$ cat config.mk
export PLATFORM = sky130hd
export DESIGN_NAME = phase_sequencer_flat
export DESIGN_NICKNAME = d
export VERILOG_FILES = /design/src/rtl/phase_sequencer_if.sv /design/src/rtl/phase_sequencer.sv /design/src/flat_wrapper.sv
export SDC_FILE = /design/constraint.sdc
export NUM_CORES = 1
export LEC_CHECK = 0
export ABC_AREA = 0
export BUFFER_PORTS_ARGS = -buffer_cell sky130_fd_sc_hd__buf_2
export CORE_UTILIZATION = 46
export CTS_CLUSTER_SIZE = 25
export DETAILED_ROUTE_END_ITERATION = 10
export HOLD_SLACK_MARGIN = 0.1
export PLACE_DENSITY_LB_ADDON = 0.15
export SLEW_MARGIN = 10
export SYNTH_ARGS = -nofsm -noshare
export SYNTH_HDL_FRONTEND = slang
export SYNTH_SLANG_ARGS = --single-unit
export TNS_END_PERCENT = 100
$ cat constraint.sdc
create_clock -name i_clk -period 1.95 [get_ports i_clk]
set_input_delay 0.39 -clock i_clk [delete_from_list [all_inputs] [get_ports i_clk]]
set_output_delay 0.39 -clock i_clk [all_outputs]
set_load 0.01 [all_outputs]
$ cat src/rtl/phase_sequencer_if.sv
// Handshake bundle between the phase sequencer, the four-phase mode FSM and
// the read/write data ports.
//   master : sequencer side (drives strobe, requests, status)
//   slave  : environment side (drives start, mask, phase flags, acks, read data)
// Signals:
//   start, xor_mask            transaction request and write mask
//   idle, read, write, finish  one-hot phase flags from the mode FSM
//   strobe                     one-cycle advance pulse to the mode FSM
//   rd_req/rd_ack/rd_data      read handshake
//   wr_req/wr_ack/wr_data      write handshake
//   busy, done, timeout_err    transaction status

interface phase_sequencer_if #(
    parameter int DATA_W = 8
);
    logic              start;
    logic [DATA_W-1:0] xor_mask;
    logic              idle;
    logic              read;
    logic              write;
    logic              finish;
    logic              strobe;
    logic              rd_req;
    logic              rd_ack;
    logic [DATA_W-1:0] rd_data;
    logic              wr_req;
    logic              wr_ack;
    logic [DATA_W-1:0] wr_data;
    logic              busy;
    logic              done;
    logic              timeout_err;

    modport master (
        input  start, xor_mask, idle, read, write, finish, rd_ack, rd_data, wr_ack,
        output strobe, rd_req, wr_req, wr_data, busy, done, timeout_err
    );

    modport slave (
        output start, xor_mask, idle, read, write, finish, rd_ack, rd_data, wr_ack,
        input  strobe, rd_req, wr_req, wr_data, busy, done, timeout_err
    );
endinterface

$ cat src/rtl/phase_sequencer.sv
// Phase sequencer: steps the external four-phase mode FSM with a one-cycle
// strobe and performs the per-phase work (read a word, write it back XORed
// with a mask, signal completion). Owns the ack and phase-flag timeouts.
// Ports:
//   i_clk   system clock, rising edge
//   i_rst   asynchronous, active-high reset
//   io_bus  phase_sequencer_if.master (start/mask, phase flags, strobe,
//           read and write handshakes, busy/done/timeout_err)
//
// state        | meaning
// -------------+----------------------------------------------------------
// S_WAIT_START | idle, waiting for start while the mode FSM reports idle
// S_ADV_RD     | strobe issued, waiting for the read flag
// S_DO_RD      | rd_req high, waiting for rd_ack or timeout
// S_ADV_WR     | strobe issued, waiting for the write flag
// S_DO_WR      | wr_req high (normal) or single pass-through cycle (abort)
// S_ADV_FIN    | strobe issued, waiting for the finish flag
// S_DO_FIN     | done pulse, strobe back towards idle
// S_ADV_IDLE   | strobe issued, waiting for the idle flag

module phase_sequencer #(
    parameter int DATA_W      = 8,
    parameter int TIMEOUT_CYC = 16,
    parameter int CNT_W       = 5
) (
    input logic                i_clk,
    input logic                i_rst,
    phase_sequencer_if.master  io_bus
);

    typedef enum logic [2:0] {
        S_WAIT_START,
        S_ADV_RD,
        S_DO_RD,
        S_ADV_WR,
        S_DO_WR,
        S_ADV_FIN,
        S_DO_FIN,
        S_ADV_IDLE
    } state_t;

    localparam logic [CNT_W-1:0] L_TMO    = CNT_W'(TIMEOUT_CYC);
    localparam logic [CNT_W-1:0] L_TMO_M1 = CNT_W'(TIMEOUT_CYC - 1);

    state_t              r_state, w_state_nxt;
    logic [CNT_W-1:0]    r_cnt, w_cnt_nxt, w_cnt_inc;
    logic                r_strobe, w_strobe_nxt;
    logic                r_abort, w_abort_nxt;
    logic                r_tmo_err, w_tmo_err_nxt;
    logic [DATA_W-1:0]   r_data, w_data_nxt;
    logic [DATA_W-1:0]   r_mask, w_mask_nxt;
    logic                w_flag_hit;
    state_t              w_adv_target;

    always_ff @(posedge i_clk or posedge i_rst) begin
        if (i_rst) begin
            r_state   <= S_WAIT_START;
            r_cnt     <= '0;
            r_strobe  <= 1'b0;
            r_abort   <= 1'b0;
            r_tmo_err <= 1'b0;
            r_data    <= '0;
            r_mask    <= '0;
        end else begin
            r_state   <= w_state_nxt;
            r_cnt     <= w_cnt_nxt;
            r_strobe  <= w_strobe_nxt;
            r_abort   <= w_abort_nxt;
            r_tmo_err <= w_tmo_err_nxt;
            r_data    <= w_data_nxt;
            r_mask    <= w_mask_nxt;
        end
    end

    // Saturating increment: the counter parks at the timeout value.
    assign w_cnt_inc = (r_cnt == L_TMO) ? r_cnt : r_cnt + CNT_W'(1);

    // Which phase flag each ADV state waits for, and where it leads.
    always_comb begin
        w_flag_hit   = 1'b0;
        w_adv_target = S_WAIT_START;
        case (r_state)
            S_ADV_RD:   begin w_flag_hit = io_bus.read;   w_adv_target = S_DO_RD;      end
            S_ADV_WR:   begin w_flag_hit = io_bus.write;  w_adv_target = S_DO_WR;      end
            S_ADV_FIN:  begin w_flag_hit = io_bus.finish; w_adv_target = S_DO_FIN;     end
            S_ADV_IDLE: begin w_flag_hit = io_bus.idle;   w_adv_target = S_WAIT_START; end
            default:    begin w_flag_hit = 1'b0;          w_adv_target = S_WAIT_START; end
        endcase
    end

    always_comb begin
        w_state_nxt   = r_state;
        w_cnt_nxt     = r_cnt;
        w_strobe_nxt  = 1'b0;
        w_abort_nxt   = r_abort;
        w_tmo_err_nxt = r_tmo_err;
        w_data_nxt    = r_data;
        w_mask_nxt    = r_mask;
        case (r_state)
            S_WAIT_START: begin
                if (io_bus.start && io_bus.idle) begin
                    w_mask_nxt    = io_bus.xor_mask;
                    w_tmo_err_nxt = 1'b0;
                    w_abort_nxt   = 1'b0;
                    w_strobe_nxt  = 1'b1;
                    w_cnt_nxt     = '0;
                    w_state_nxt   = S_ADV_RD;
                end
            end
            S_ADV_RD, S_ADV_WR, S_ADV_FIN, S_ADV_IDLE: begin
                if (w_flag_hit) begin
                    w_cnt_nxt   = '0;
                    w_state_nxt = w_adv_target;
                end else if (r_cnt == L_TMO) begin
                    // Mode FSM never followed the strobe: give up without done.
                    w_tmo_err_nxt = 1'b1;
                    w_cnt_nxt     = '0;
                    w_state_nxt   = S_WAIT_START;
                end else begin
                    w_cnt_nxt = w_cnt_inc;
                end
            end
            S_DO_RD: begin
                if (io_bus.rd_ack) begin
                    w_data_nxt   = io_bus.rd_data;
                    w_strobe_nxt = 1'b1;
                    w_cnt_nxt    = '0;
                    w_state_nxt  = S_ADV_WR;
                end else if (r_cnt == L_TMO_M1) begin
                    // Last allowed request cycle without ack: skip the write.
                    w_tmo_err_nxt = 1'b1;
                    w_abort_nxt   = 1'b1;
                    w_strobe_nxt  = 1'b1;
                    w_cnt_nxt     = '0;
                    w_state_nxt   = S_ADV_WR;
                end else begin
                    w_cnt_nxt = w_cnt_inc;
                end
            end
            S_DO_WR: begin
                if (r_abort || io_bus.wr_ack) begin
                    w_strobe_nxt = 1'b1;
                    w_cnt_nxt    = '0;
                    w_state_nxt  = S_ADV_FIN;
                end else if (r_cnt == L_TMO_M1) begin
                    w_tmo_err_nxt = 1'b1;
                    w_strobe_nxt  = 1'b1;
                    w_cnt_nxt     = '0;
                    w_state_nxt   = S_ADV_FIN;
                end else begin
                    w_cnt_nxt = w_cnt_inc;
                end
            end
            S_DO_FIN: begin
                w_strobe_nxt = 1'b1;
                w_cnt_nxt    = '0;
                w_state_nxt  = S_ADV_IDLE;
            end
            default: begin
                w_cnt_nxt   = '0;
                w_state_nxt = S_WAIT_START;
            end
        endcase
    end

    // Handshake and status outputs are decodes of the state register.
    assign io_bus.strobe      = r_strobe;
    assign io_bus.rd_req      = (r_state == S_DO_RD);
    assign io_bus.wr_req      = (r_state == S_DO_WR) && !r_abort;
    assign io_bus.wr_data     = r_data ^ r_mask;
    assign io_bus.done        = (r_state == S_DO_FIN);
    assign io_bus.busy        = (r_state != S_WAIT_START) && (r_state != S_ADV_IDLE);
    assign io_bus.timeout_err = r_tmo_err;

endmodule

$ cat src/flat_wrapper.sv
// flat-port wrapper written by rule: the top's interface ports become plain ports
module phase_sequencer_flat 
#(
    parameter int DATA_W      = 8,
    parameter int TIMEOUT_CYC = 16,
    parameter int CNT_W       = 5
)
  (i_clk, i_rst, io_bus_start, io_bus_xor_mask, io_bus_idle, io_bus_read, io_bus_write, io_bus_finish, io_bus_rd_ack, io_bus_rd_data, io_bus_wr_ack, io_bus_strobe, io_bus_rd_req, io_bus_wr_req, io_bus_wr_data, io_bus_busy, io_bus_done, io_bus_timeout_err);
  phase_sequencer_if #(.DATA_W(DATA_W)) io_bus_i ();
  input logic i_clk;
  input logic i_rst;
  input wire logic [$bits(io_bus_i.start)-1:0] io_bus_start;
  input wire logic [$bits(io_bus_i.xor_mask)-1:0] io_bus_xor_mask;
  input wire logic [$bits(io_bus_i.idle)-1:0] io_bus_idle;
  input wire logic [$bits(io_bus_i.read)-1:0] io_bus_read;
  input wire logic [$bits(io_bus_i.write)-1:0] io_bus_write;
  input wire logic [$bits(io_bus_i.finish)-1:0] io_bus_finish;
  input wire logic [$bits(io_bus_i.rd_ack)-1:0] io_bus_rd_ack;
  input wire logic [$bits(io_bus_i.rd_data)-1:0] io_bus_rd_data;
  input wire logic [$bits(io_bus_i.wr_ack)-1:0] io_bus_wr_ack;
  output wire logic [$bits(io_bus_i.strobe)-1:0] io_bus_strobe;
  output wire logic [$bits(io_bus_i.rd_req)-1:0] io_bus_rd_req;
  output wire logic [$bits(io_bus_i.wr_req)-1:0] io_bus_wr_req;
  output wire logic [$bits(io_bus_i.wr_data)-1:0] io_bus_wr_data;
  output wire logic [$bits(io_bus_i.busy)-1:0] io_bus_busy;
  output wire logic [$bits(io_bus_i.done)-1:0] io_bus_done;
  output wire logic [$bits(io_bus_i.timeout_err)-1:0] io_bus_timeout_err;
  assign io_bus_i.start = io_bus_start;
  assign io_bus_i.xor_mask = io_bus_xor_mask;
  assign io_bus_i.idle = io_bus_idle;
  assign io_bus_i.read = io_bus_read;
  assign io_bus_i.write = io_bus_write;
  assign io_bus_i.finish = io_bus_finish;
  assign io_bus_i.rd_ack = io_bus_rd_ack;
  assign io_bus_i.rd_data = io_bus_rd_data;
  assign io_bus_i.wr_ack = io_bus_wr_ack;
  assign io_bus_strobe = io_bus_i.strobe;
  assign io_bus_rd_req = io_bus_i.rd_req;
  assign io_bus_wr_req = io_bus_i.wr_req;
  assign io_bus_wr_data = io_bus_i.wr_data;
  assign io_bus_busy = io_bus_i.busy;
  assign io_bus_done = io_bus_i.done;
  assign io_bus_timeout_err = io_bus_i.timeout_err;
  phase_sequencer #(.DATA_W(DATA_W), .TIMEOUT_CYC(TIMEOUT_CYC), .CNT_W(CNT_W)) u_core (.i_clk(i_clk), .i_rst(i_rst), .io_bus(io_bus_i));
endmodule
==> impl_results.md <==
* TritonCTS buffer count at 3
* Crit-path cells: buf_4 -> inv_1 -> and3_1 -> buf_2
* Detailed Place HPWL at 2203 um
* Status: complete, no violations
* Initial Utilization at 48.69%
* #FFs+latches synth at 27
* Clock Latency Late Sink at 340 ps
* Sequential power share at 41.5%
* Design Power at 2.443 mW
* Vias per cell at 5.098
* Worst EP arrival at 1430 ps
* WS Path Type: reg -> out
* Family with the most delay on the worst path: flip-flops
* Ranking of synthesized cells by area: dfrtp_1 45%, mux2_2 13%, xor2_1 5.3%
* Worst Path Required at 1560 ps
* Die Ht at 58.85 um
* Synth warn at 0
* RSZ-0062 raised after global routing: false
* Commonest cells post-synth: 27 x dfrtp_1, 17 x mux2_2, 15 x nand2_1
* Final period util at 93.20%
* Relative slew slack at 73.33%
* I/O pin total at 39
* Initial antenna violation count at 0
* Die area at 3463 sq um
* Synth Instances at 141
* Final #Nets at 210
* First-pass GRT wire length at 4892 um
* Compound-Gate Fraction of Synth Area at 9.091%
* Num rows at 20
* Critical Path Sink Type: output pin
* Seq. cell area at 678.2 sq um
* Fillers at 277
* # setup viols final at 0
* Register area share after synthesis at 45.45%
* Max Freq at 0.5502 GHz
* Simple-gate share of the synthesized area at 16.75%
* DRT Pass-1 Iters at 3
* H-Tree Depth at 1
* Die width at 58.85 um
* TNS Setup at 0 ps
* Area growth syn-to-layout at 18.27%
* Synth Cell Area at 1486 sq um
* Final Slew Violations at 0
* CTS tree: done
* Crit path largest cell delay at 500 ps
* Clock tree sinks at 27
* Count of buffers from port buffering at 38
* Final instance area at 1758 sq um
* Pin count of the biggest net entering global routing at 28
* Clock tree buffer depth at 2
* Multi-input logic area at 729.5 sq um
* Total track usage at 18.79%
* Unique masters post-synth at 33
* GPL Wtd Cong at 0.8343
* Sw Share at 40.69%
* HP Class: in -> reg
* Clock power share at 11.1%
* Combinational Power Share at 47.4%
* Final hold vios at 0
* Fin Clk Skew at 11.65 ps
* Post-synth EDFFs at 0
* Grt ovf at 0
* Int Pwr at 1.449 mW
* Critical-path maximum fanout at 13
* Ys flop type: dfrtp_1
* Routed wire length at 2899 um
* WP buf/inv at 3
* Number of diodes at 0
* Mux contribution to synthesized area at 14.23%
* Max cap viols at 0
* Worst path slowest cell: dfrtp_1
* Initial DRC Count at 54
* Avg Synthesized Cell Area at 10.54 sq um
* Core ar. at 3053 sq um
* Post-synthesis adder-cell area fraction at 3.367%
* Count leader, synth: dfrtp_1
* Clk root buf: clkbuf_4
* Worst-Margin Slew at 400.0 ps
* CP startpoint kind: flop
* Psw at 993.9 uW
* Async SR Flop Fraction at 100.0%
* Top cell type by total area after synthesis: dfrtp_1
* Post-route ant nets at 0
* Tmin final at 1817 ps
* Largest family of logic cells by synthesized area: simple AND/OR/NAND/NOR gates
* Number of global-route vias before repair at 1106
* Layout cells sized above 1 at 39.44%
* Max rail drop VDD at 0.0007054 V
* Remaining DRCs at 0
* Syn_nets at 170
* Clock transition at path regs at 170 ps
* Leak at 0.8386 nW
* Top cell type's share of synthesized area at 45.45%
* Pwr dens at 1389 nW/um^2
* WL per Instance at 12.94 um
* XOR/XNOR Fraction of Synth Area at 5.303%
* Placed cell area at 1709 sq um
* Vias at 1142
[cell usage in the layout, fill, tap and decap left out, types with 2 or more instances in the layout]
master	netlist	final
a21oi_1	5	5
and3_1	5	5
buf_2	3	38
buf_4	1	4
clkbuf_4	0	3
dfrtp_1	27	25
dfrtp_2	0	2
ha_1	4	2
ha_2	0	2
inv_1	9	9
mux2_2	17	17
mux2i_1	2	2
nand2_1	15	15
nand2b_1	2	2
nor2_1	8	8
nor3_1	3	3
nor4b_2	2	2
o21ai_0	9	9
o221ai_1	2	2
xor2_1	9	9
[path summary, 6_finish.rpt]
kind                                                    start                       endpoint  slack (ps)  cells past startpoint
worst max-delay path            u_core.r_state[0]$_DFFE_PP0P_                    io_bus_done         130                      4
worst min-delay path                       io_bus_xor_mask[4]   u_core.r_mask[4]$_DFFE_PP0P_         260                      2
worst max register to register    u_core.r_cnt[0]$_DFFE_PP0P_    u_core.r_cnt[2]$_DFFE_PP0P_         140                      8
worst min register to register    u_core.r_cnt[4]$_DFFE_PP0P_    u_core.r_cnt[4]$_DFFE_PP0P_         510                      2
max in group asynchronous                               i_rst  u_core.r_state[1]$_DFFE_PP0P_        1060                      4
min in group asynchronous                               i_rst  u_core.r_state[0]$_DFFE_PP0P_         630                      4
[repair_timing]
action | 4_1_cts | 5_1_grt
buffers inserted | 0 | 0
setup endpoints to repair | 1 | 3
hold endpoints to repair | 27 | 0
pin swaps | 0 | 1
hold buffers | 1 | 0
gates resized for setup | 1 | 3
[per-layer routing]
| layer | track usage, % | wire length [um] | vias up |
|---|---|---|---|
| met3 | 5.055 | 97 | 4 |
| met4 | 4.422 | 24 | 0 |
| li1 | - | - | 568 |
| met5 | 0 | 0 | - |
| met1 | 24.05 | 1301 | 543 |
| met2 | 31.66 | 1476 | 27 |
[power by group through the flow]
stage / clock network [mW] / registers (mW) / logic (mW)
after floorplan: 0 / 0.911 / 0.946
after global placement: 0 / 1.00 / 1.14
after detailed placement: 0 / 1.03 / 1.16
after CTS: 0.276 / 1.02 / 1.17
after global routing: 0.297 / 1.05 / 1.29
final: 0.272 / 1.01 / 1.16
[stage by stage]
| stage | cells | hold slack (ps) | setup slack, ps | util, % |
|---|---|---|---|---|
| 6_report | 224 | 258.8 | 132.6 | 57.58 |
| 5_1_grt | 224 | 250.1 | 8.066 | 57.58 |
| 4_1_cts | 224 | 262.2 | 93.78 | 57.38 |
| 3_5_place_dp | 219 | 466.6 | 145.4 | 55.98 |
| 3_3_place_gp | 219 | 462.4 | 217.5 | 55.98 |
| 2_1_floorplan | 141 | 442.7 | 311.8 | - |
[area by class of cell]
type	count	area share [%]
sequential	27	38.58
tap	44	3.132
inverter	9	1.922
timing repair buffer	43	13.10
multi-input combinational	97	41.49
clock buffer	3	1.281
clock inverter	1	0.4982
[cell families (layout without fill, tap and decap cells)]
| group | Yosys count | count (layout) |
|---|---|---|
| AO/OA/AOI/OAI | 22 | 22 |
| XOR/XNOR | 9 | 9 |
| adder cells (fa/ha/maj) | 4 | 4 |
| buffers and inverters | 17 | 56 |
| flip-flops | 27 | 27 |
| multiplexers | 19 | 19 |
| AND/OR/NAND/NOR | 43 | 43 |
[registers in the layout (all words and copies together) (netlist names)]
signal                     flops
u_core.io_bus.strobe           1
u_core.io_bus.timeout_err      1
u_core.r_abort                 1
u_core.r_cnt                   5
u_core.r_data                  8
u_core.r_mask                  8
u_core.r_state                 3
Note: power is estimated with default switching activity, not from simulation.
